`src/rtl/chord_pkg.sv`:
```
// Shared defaults, sample-sweep FSM states and note constants for the chord voice scheduler.
package chord_pkg;

  localparam int DEF_NUM_VOICES = 3;
  localparam int DEF_NOTE_W     = 6;
  localparam int DEF_DUR_W      = 6;
  localparam int DEF_SAMPLE_W   = 16;

  localparam logic [DEF_NOTE_W-1:0] REST_NOTE = '0;

  typedef enum logic [1:0] {
    ST_IDLE,
    ST_SCAN,
    ST_WAIT,
    ST_OUT
  } sched_state_t;

endpackage

```
`src/rtl/voice_slot.sv`:
```
// One voice slot: note register plus beat-driven remaining-duration counter.
// Load takes effect next cycle and wins over a same-cycle beat; no backpressure.
module voice_slot import chord_pkg::*; #(
  parameter int NOTE_W = DEF_NOTE_W,
  parameter int DUR_W  = DEF_DUR_W
) (
  input  logic              clk,
  input  logic              reset_n,
  input  logic              play,
  input  logic              load,
  input  logic              beat,
  input  logic [NOTE_W-1:0] load_note,
  input  logic [DUR_W-1:0]  load_dur,
  output logic [NOTE_W-1:0] note,
  output logic              busy
);

  logic [DUR_W-1:0] remaining;

  // The note register is kept after the slot frees so an in-flight sweep can still read it.
  always_ff @(posedge clk) begin
    if (!reset_n) begin
      note      <= '0;
      remaining <= '0;
    end else if (load) begin
      note      <= load_note;
      remaining <= load_dur;
    end else if (beat && play && (remaining != '0)) begin
      remaining <= remaining - DUR_W'(1);
    end
  end

  assign busy = (remaining != '0);

endmodule

```
`src/rtl/chord_voice_scheduler.sv`:
```
// Chord voice scheduler: allocates notes to voice slots and sweeps one shared engine over them.
// Latency: sample ready 1+NUM_VOICES+active*E cycles after request; allocation/beat visible next cycle.
// No backpressure: full pool drops the note (note_dropped); CHORD_SATURATE_EN selects saturating mix.
module chord_voice_scheduler import chord_pkg::*; #(
  parameter int NUM_VOICES = DEF_NUM_VOICES,
  parameter int NOTE_W     = DEF_NOTE_W,
  parameter int DUR_W      = DEF_DUR_W,
  parameter int SAMPLE_W   = DEF_SAMPLE_W
) (
  input  logic                          clk,
  input  logic                          reset_n,
  input  logic                          play,
  input  logic [NOTE_W-1:0]             note,
  input  logic [DUR_W-1:0]              duration,
  input  logic                          new_note,
  input  logic                          beat,
  input  logic                          generate_next_sample,
  output logic signed [SAMPLE_W-1:0]    sample_out,
  output logic                          new_sample_ready,
  output logic                          v_start,
  output logic [$clog2(NUM_VOICES)-1:0] v_sel,
  output logic [NOTE_W-1:0]             v_note,
  input  logic signed [SAMPLE_W-1:0]    v_sample,
  input  logic                          v_sample_valid,
  output logic [NUM_VOICES-1:0]         slot_start,
  output logic [NUM_VOICES-1:0]         voice_busy,
  output logic                          note_dropped
);

  localparam int L     = $clog2(NUM_VOICES);
  localparam int ACC_W = SAMPLE_W + L;
  localparam logic [L-1:0] LAST_IDX = L'(NUM_VOICES - 1);

  logic [NUM_VOICES-1:0] busy;
  logic [NUM_VOICES-1:0] alloc_oh;
  logic [NUM_VOICES-1:0] load_vec;
  logic                  found;
  logic                  accept;
  logic [NOTE_W-1:0]     slot_note [NUM_VOICES];

  assign accept = new_note && play && (note != NOTE_W'(REST_NOTE)) && (duration != '0);

  // Uses the pre-beat busy mask, so a slot freed by a same-cycle beat is not reused yet.
  always_comb begin
    alloc_oh = '0;
    found    = 1'b0;
    for (int i = 0; i < NUM_VOICES; i++) begin
      if (!found && !busy[i]) begin
        alloc_oh[i] = 1'b1;
        found       = 1'b1;
      end
    end
  end

  assign load_vec = accept ? alloc_oh : '0;

  for (genvar i = 0; i < NUM_VOICES; i++) begin : g_slot
    voice_slot #(
      .NOTE_W (NOTE_W),
      .DUR_W  (DUR_W)
    ) u_slot (
      .clk       (clk),
      .reset_n   (reset_n),
      .play      (play),
      .load      (load_vec[i]),
      .beat      (beat),
      .load_note (note),
      .load_dur  (duration),
      .note      (slot_note[i]),
      .busy      (busy[i])
    );
  end

  assign voice_busy = busy;

  always_ff @(posedge clk) begin
    if (!reset_n) begin
      slot_start   <= '0;
      note_dropped <= 1'b0;
    end else begin
      slot_start   <= load_vec;
      note_dropped <= accept && !found;
    end
  end

  sched_state_t            state, state_nxt;
  logic [L-1:0]            idx, idx_nxt;
  logic [NUM_VOICES-1:0]   snap, snap_nxt;
  logic signed [ACC_W-1:0] acc, acc_nxt;
  logic signed [SAMPLE_W-1:0] mix;
  logic                    last;

  always_ff @(posedge clk) begin
    if (!reset_n) begin
      state      <= ST_IDLE;
      idx        <= '0;
      snap       <= '0;
      acc        <= '0;
      sample_out <= '0;
    end else begin
      state <= state_nxt;
      idx   <= idx_nxt;
      snap  <= snap_nxt;
      acc   <= acc_nxt;
      if (state_nxt == ST_OUT) sample_out <= mix;
    end
  end

  always_comb begin
    state_nxt        = state;
    idx_nxt          = idx;
    snap_nxt         = snap;
    acc_nxt          = acc;
    v_start          = 1'b0;
    v_sel            = '0;
    v_note           = '0;
    new_sample_ready = 1'b0;
    last             = (idx == LAST_IDX);
    case (state)
      ST_IDLE: begin
        if (generate_next_sample) begin
          // Paused sweeps see an empty snapshot: no engine traffic, zero output.
          snap_nxt  = play ? busy : '0;
          acc_nxt   = '0;
          idx_nxt   = '0;
          state_nxt = ST_SCAN;
        end
      end
      ST_SCAN: begin
        if (snap[idx]) begin
          v_start   = 1'b1;
          v_sel     = idx;
          v_note    = slot_note[idx];
          state_nxt = ST_WAIT;
        end else begin
          idx_nxt   = idx + L'(1);
          state_nxt = last ? ST_OUT : ST_SCAN;
        end
      end
      ST_WAIT: begin
        if (v_sample_valid) begin
          acc_nxt   = acc + $signed({{L{v_sample[SAMPLE_W-1]}}, v_sample});
          idx_nxt   = idx + L'(1);
          state_nxt = last ? ST_OUT : ST_SCAN;
        end
      end
      ST_OUT: begin
        new_sample_ready = 1'b1;
        state_nxt        = ST_IDLE;
      end
      default: state_nxt = ST_IDLE;
    endcase
  end

`ifdef CHORD_SATURATE_EN
  localparam logic signed [ACC_W-1:0] SAT_HI = ACC_W'((2 ** (SAMPLE_W - 1)) - 1);
  localparam logic signed [ACC_W-1:0] SAT_LO = ~SAT_HI;

  always_comb begin
    if (acc_nxt > SAT_HI)      mix = SAT_HI[SAMPLE_W-1:0];
    else if (acc_nxt < SAT_LO) mix = SAT_LO[SAMPLE_W-1:0];
    else                       mix = acc_nxt[SAMPLE_W-1:0];
  end
`else
  assign mix = SAMPLE_W'(acc_nxt >>> L);
`endif

endmodule
```
`config.mk`:
```
export PLATFORM = sky130hd
export DESIGN_NAME = chord_voice_scheduler
export DESIGN_NICKNAME = d
export VERILOG_FILES = /design/src/rtl/chord_pkg.sv /design/src/rtl/voice_slot.sv /design/src/rtl/chord_voice_scheduler.sv
export SDC_FILE = /design/constraint.sdc
export NUM_CORES = 1
export LEC_CHECK = 0
export ABC_AREA = 0
export CAP_MARGIN = 20
export CORE_MARGIN = 5
export CORE_UTILIZATION = 30
export CTS_CLUSTER_SIZE = 12
export DETAILED_ROUTE_END_ITERATION = 10
export GPL_TIMING_DRIVEN = 0
export SLEW_MARGIN = 0
export SYNTH_ARGS = -nofsm -noshare
export SYNTH_HDL_FRONTEND = slang
export SYNTH_SLANG_ARGS = --single-unit
```
`constraint.sdc`:
```
create_clock -name clk -period 5.9 [get_ports clk]
set_input_delay 1.475 -clock clk [delete_from_list [all_inputs] [get_ports clk]]
set_output_delay 1.475 -clock clk [all_outputs]
set_load 0.01 [all_outputs]
```
==> results.py <==
metrics = {
    "synthesis": {
        "ys_types": 67,
        "avgSynthCellArea_um2": 8.155,
        "synthesis.area_um2": 4551,
        "synth-edff-count": 0,
        "async_flop_share_pct": 0,
        "synth_fp_nets": 619,
        "yosys_warnings": 0,
        "synthFlopType": "dfxtp_1",
        "ys_seq_area_share_pct": 35.63,
        "ys_ff_latch": 81,
        "synthCells": 558,
    },
    "global_routing": {
        "grt_max_degree": 16,
        "grt_pass1_wl_um": 21530,
        "antenna_found_initial": 0,
        "grt_util_all_layers_pct": 14.89,
        "grt-ovfl-total": 0,
        "grt_pass1_vias": 4265,
    },
    "clock_network": {
        "cts-root-buf": "clkbuf_16",
        "cts.sinks": 81,
        "cts.clk_slew.worst_paths_ns": 0.07,
        "post_cts_buffers": 0,
        "worstSkewPairLatency_ns": 0.35,
        "cts_buffers": 9,
        "cts_resized": 0,
        "cts.path.max_buffers": 2,
        "cts_tree": "done",
        "postCtsHoldBufs": 0,
        "htreeDepth": 3,
    },
    "layout": {
        "final-seq-area_um2": 1622,
        "layout.nets": 696,
        "drive_gt1_share_pct": 6.250,
        "final_cell_mix": "dfxtp_1 (81), nand2_1 (66), clkdlybuf4s50_1 (66)",
        "layout_commonest_cell": "dfxtp_1",
        "fillers": 1508,
        "multiInputGateArea_um2": 2683,
        "diodes": 0,
        "syn_to_final_growth_pct": 26.34,
    },
    "setup_path": {
        "worstPathMaxFanout": 9,
        "cp.arrival_ns": 2.47,
        "cp_cell_sequence": "inv_1 > ha_1 > or3b_1 > nor3_4 > inv_2 > buf_4 > clkdlybuf4s50_1",
        "worst-path-stages": 7,
        "reg2reg_slack_ns": 3.33,
        "reg2reg_depth": 10,
        "cp.buffers_inverters": 4,
        "crit_path_start_kind": "flip-flop",
        "path_class": "flip-flop to output port",
        "cp-end-kind": "output port",
        "max_stage_delay_ns": 0.47,
        "reg2reg_from": "state[0]",
        "reg2reg_to": "sample_out[5]",
        "cp-startpoint": "g_slot[0].u_slot.remaining[0]",
        "crit_family": "buffers and inverters",
        "crit_slowest_cell": "clkdlybuf4s50_1",
        "crit_end": "voice_busy[0]",
        "worstPathRequired_ns": 4.43,
    },
    "power_and_ir_drop": {
        "max-vdd-ir-drop_mv": 0.2746,
        "p_leak_uw": 0.002118,
        "switchingPower_uw": 1085,
        "pwr-share-seq_pct": 29.8,
        "comb_power_share_pct": 48.8,
        "p_int_uw": 1600,
        "p_per_area_nw_per_um2": 467.0,
        "switching_share_pct": 40.40,
        "clkPwrFrac_pct": 21.4,
    },
    "sta": {
        "clock_skew_ns": 0.008953,
        "setup_viol": 0,
        "max_freq_mhz": 253.2,
        "relSlewSlack_pct": 49.71,
        "fin_setup_tns_ns": 0,
        "finalCritPeriodShare_pct": 66.94,
        "hold_viol_final": 0,
        "min_period_ns": 3.950,
        "slew_viol_final": 0,
        "hold_slack_ns": 0.4567,
        "worst_pin_slew_ns": 0.7543,
        "rsz0062_at_grt": "false",
    },
    "drt": {
        "wl_um": 13260,
        "viasPerCell": 5.314,
        "ant_nets": 0,
        "drtIter0Drc": 465,
        "dr.pass1.iters": 5,
        "drcViolationCount": 0,
        "wl_per_cell_um": 16.01,
        "num_vias": 4400,
    },
    "die": {
        "die_x_um": 133.2,
        "num_rows": 45,
        "ios": 68,
        "dieArea_um2": 17730,
        "fp.dieH_um": 133.2,
        "core_area_um2": 15030,
        "initial_core_util_pct": 30.27,
    },
    "status": {
        "status": "finished, final reports clean",
    },
    "placed_design": {
        "globalplace.congestion": 0.8826,
        "port_buffers": 66,
        "dp_hpwl_um": 9947,
    },
    "worst_hold_path": {
        "hold_path_class": "flip-flop to flip-flop",
    },
    "job": {
        "max_cap_viol_count": 0,
    },
}
## cell families (layout without fill, tap and decap cells)
| family | Yosys count | after routing | share of synthesized area (%) |
|---|---|---|---|
| compound gates | 154 | 154 | 21.50 |
| mux | 23 | 23 | 5.059 |
| fa+ha+maj | 26 | 26 | 7.314 |
| buf+inv | 50 | 132 | 5.416 |
| simple gates | 212 | 212 | 22.77 |
| xor+xnor | 12 | 12 | 2.310 |
| flops | 81 | 81 | 35.63 |
## state kept, by name, indices dropped and copies added, names as in the netlist
signal / count
note_dropped: 1
g_slot.u_slot.remaining: 18
idx: 2
acc: 18
state: 2
snap: 3
sample_out: 16
g_slot.u_slot.note: 18
slot_start: 3
## how the worst min path moves through the flow
stage                                         from                       end  cells after the start
after floorplan                             acc[0]                    acc[0]                      2
after global placement    g_slot[2].u_slot.note[5]  g_slot[2].u_slot.note[5]                      2
after detailed placement  g_slot[2].u_slot.note[2]  g_slot[2].u_slot.note[2]                      2
after CTS                 g_slot[2].u_slot.note[2]  g_slot[2].u_slot.note[2]                      2
after global routing      g_slot[2].u_slot.note[4]  g_slot[2].u_slot.note[4]                      2
final                     g_slot[2].u_slot.note[3]  g_slot[2].u_slot.note[3]                      2
## worst register-to-register path, delay by kind of cell (launching register included)
family | cells | cell delay [ns]
AO/OA/AOI/OAI | 4 | 1.07
adder cells (fa/ha/maj) | 1 | 0.19
buffers and inverters | 3 | 0.55
flip-flops | 1 | 0.42
AND/OR/NAND/NOR | 2 | 0.26
## synth_stat cells, types with 2 or more instances
cell	count	area share [%]
a211oi_1	6	0.99
a21o_1	3	0.49
a21oi_1	64	7.0
a221oi_1	3	0.58
a22o_1	2	0.39
a22oi_1	2	0.33
a311oi_1	2	0.39
a31oi_1	8	1.1
a32o_1	2	0.44
a32oi_1	3	0.58
and2_1	7	0.96
and3_1	5	0.69
buf_2	2	0.22
buf_4	5	0.82
buf_6	5	1.2
clkbuf_1	17	1.4
dfxtp_1	81	36
ha_1	25	6.9
inv_1	18	1.5
inv_2	2	0.17
mux2i_1	23	5.1
nand2_1	66	5.4
nand2b_1	7	0.96
nand3_1	12	1.3
nand3b_1	2	0.33
nand4_1	7	0.96
nor2_1	59	4.9
nor2b_1	2	0.27
nor3_1	14	1.5
nor3_4	2	0.71
nor4_1	8	1.1
o211ai_1	4	0.66
o21a_1	5	0.82
o21ai_0	19	2.1
o21ai_1	9	0.99
o21bai_1	3	0.49
o221ai_1	2	0.39
o22a_1	2	0.39
o31ai_1	2	0.33
or3_1	8	1.1
or3b_1	2	0.39
or4_1	3	0.49
xnor2_1	7	1.3
xor2_1	5	0.96
## routing by layer
| metal | routed length [um] | share of wire, % | up-vias | track usage [%] |
|---|---|---|---|---|
| met5 | 0 | 0 | - | 0 |
| met4 | 148 | 1.1 | 0 | 3.943 |
| met3 | 954 | 7.2 | 12 | 3.965 |
| met2 | 6297 | 47 | 165 | 25.11 |
| met1 | 5858 | 44 | 2054 | 18.88 |
| li1 | - | - | 2169 | - |
## area by class of cell
class	instances	share of cell area, %
multi-input combinational	427	46.66
sequential	81	28.20
timing repair buffer	66	11.49
tap	188	4.091
clock buffer	9	3.917
buffer	30	2.981
clock inverter	7	1.349
inverter	20	1.306
## power by group through the flow
stage,Combinational [uW],Sequential (uW),Clock [uW]
2_1_floorplan,880,806,0
3_3_place_gp,1270,800,0
3_5_place_dp,1300,810,0
4_1_cts,1310,799,590
5_1_grt,1440,817,618
6_report,1310,799,576
## per-stage QoR
step	utilization (%)	instance area, um2	total power (uW)	worst slack, ns	std cells
floorplan	-	4551	1686	2.709	558
global placement	36.23	5446	2075	1.924	812
detailed placement	36.23	5446	2110	1.923	812
CTS	38.24	5749	2701	1.943	828
global route	38.24	5749	2873	1.839	828
finish	38.24	5749	2685	1.950	828
(Power assumes the default switching activity.)
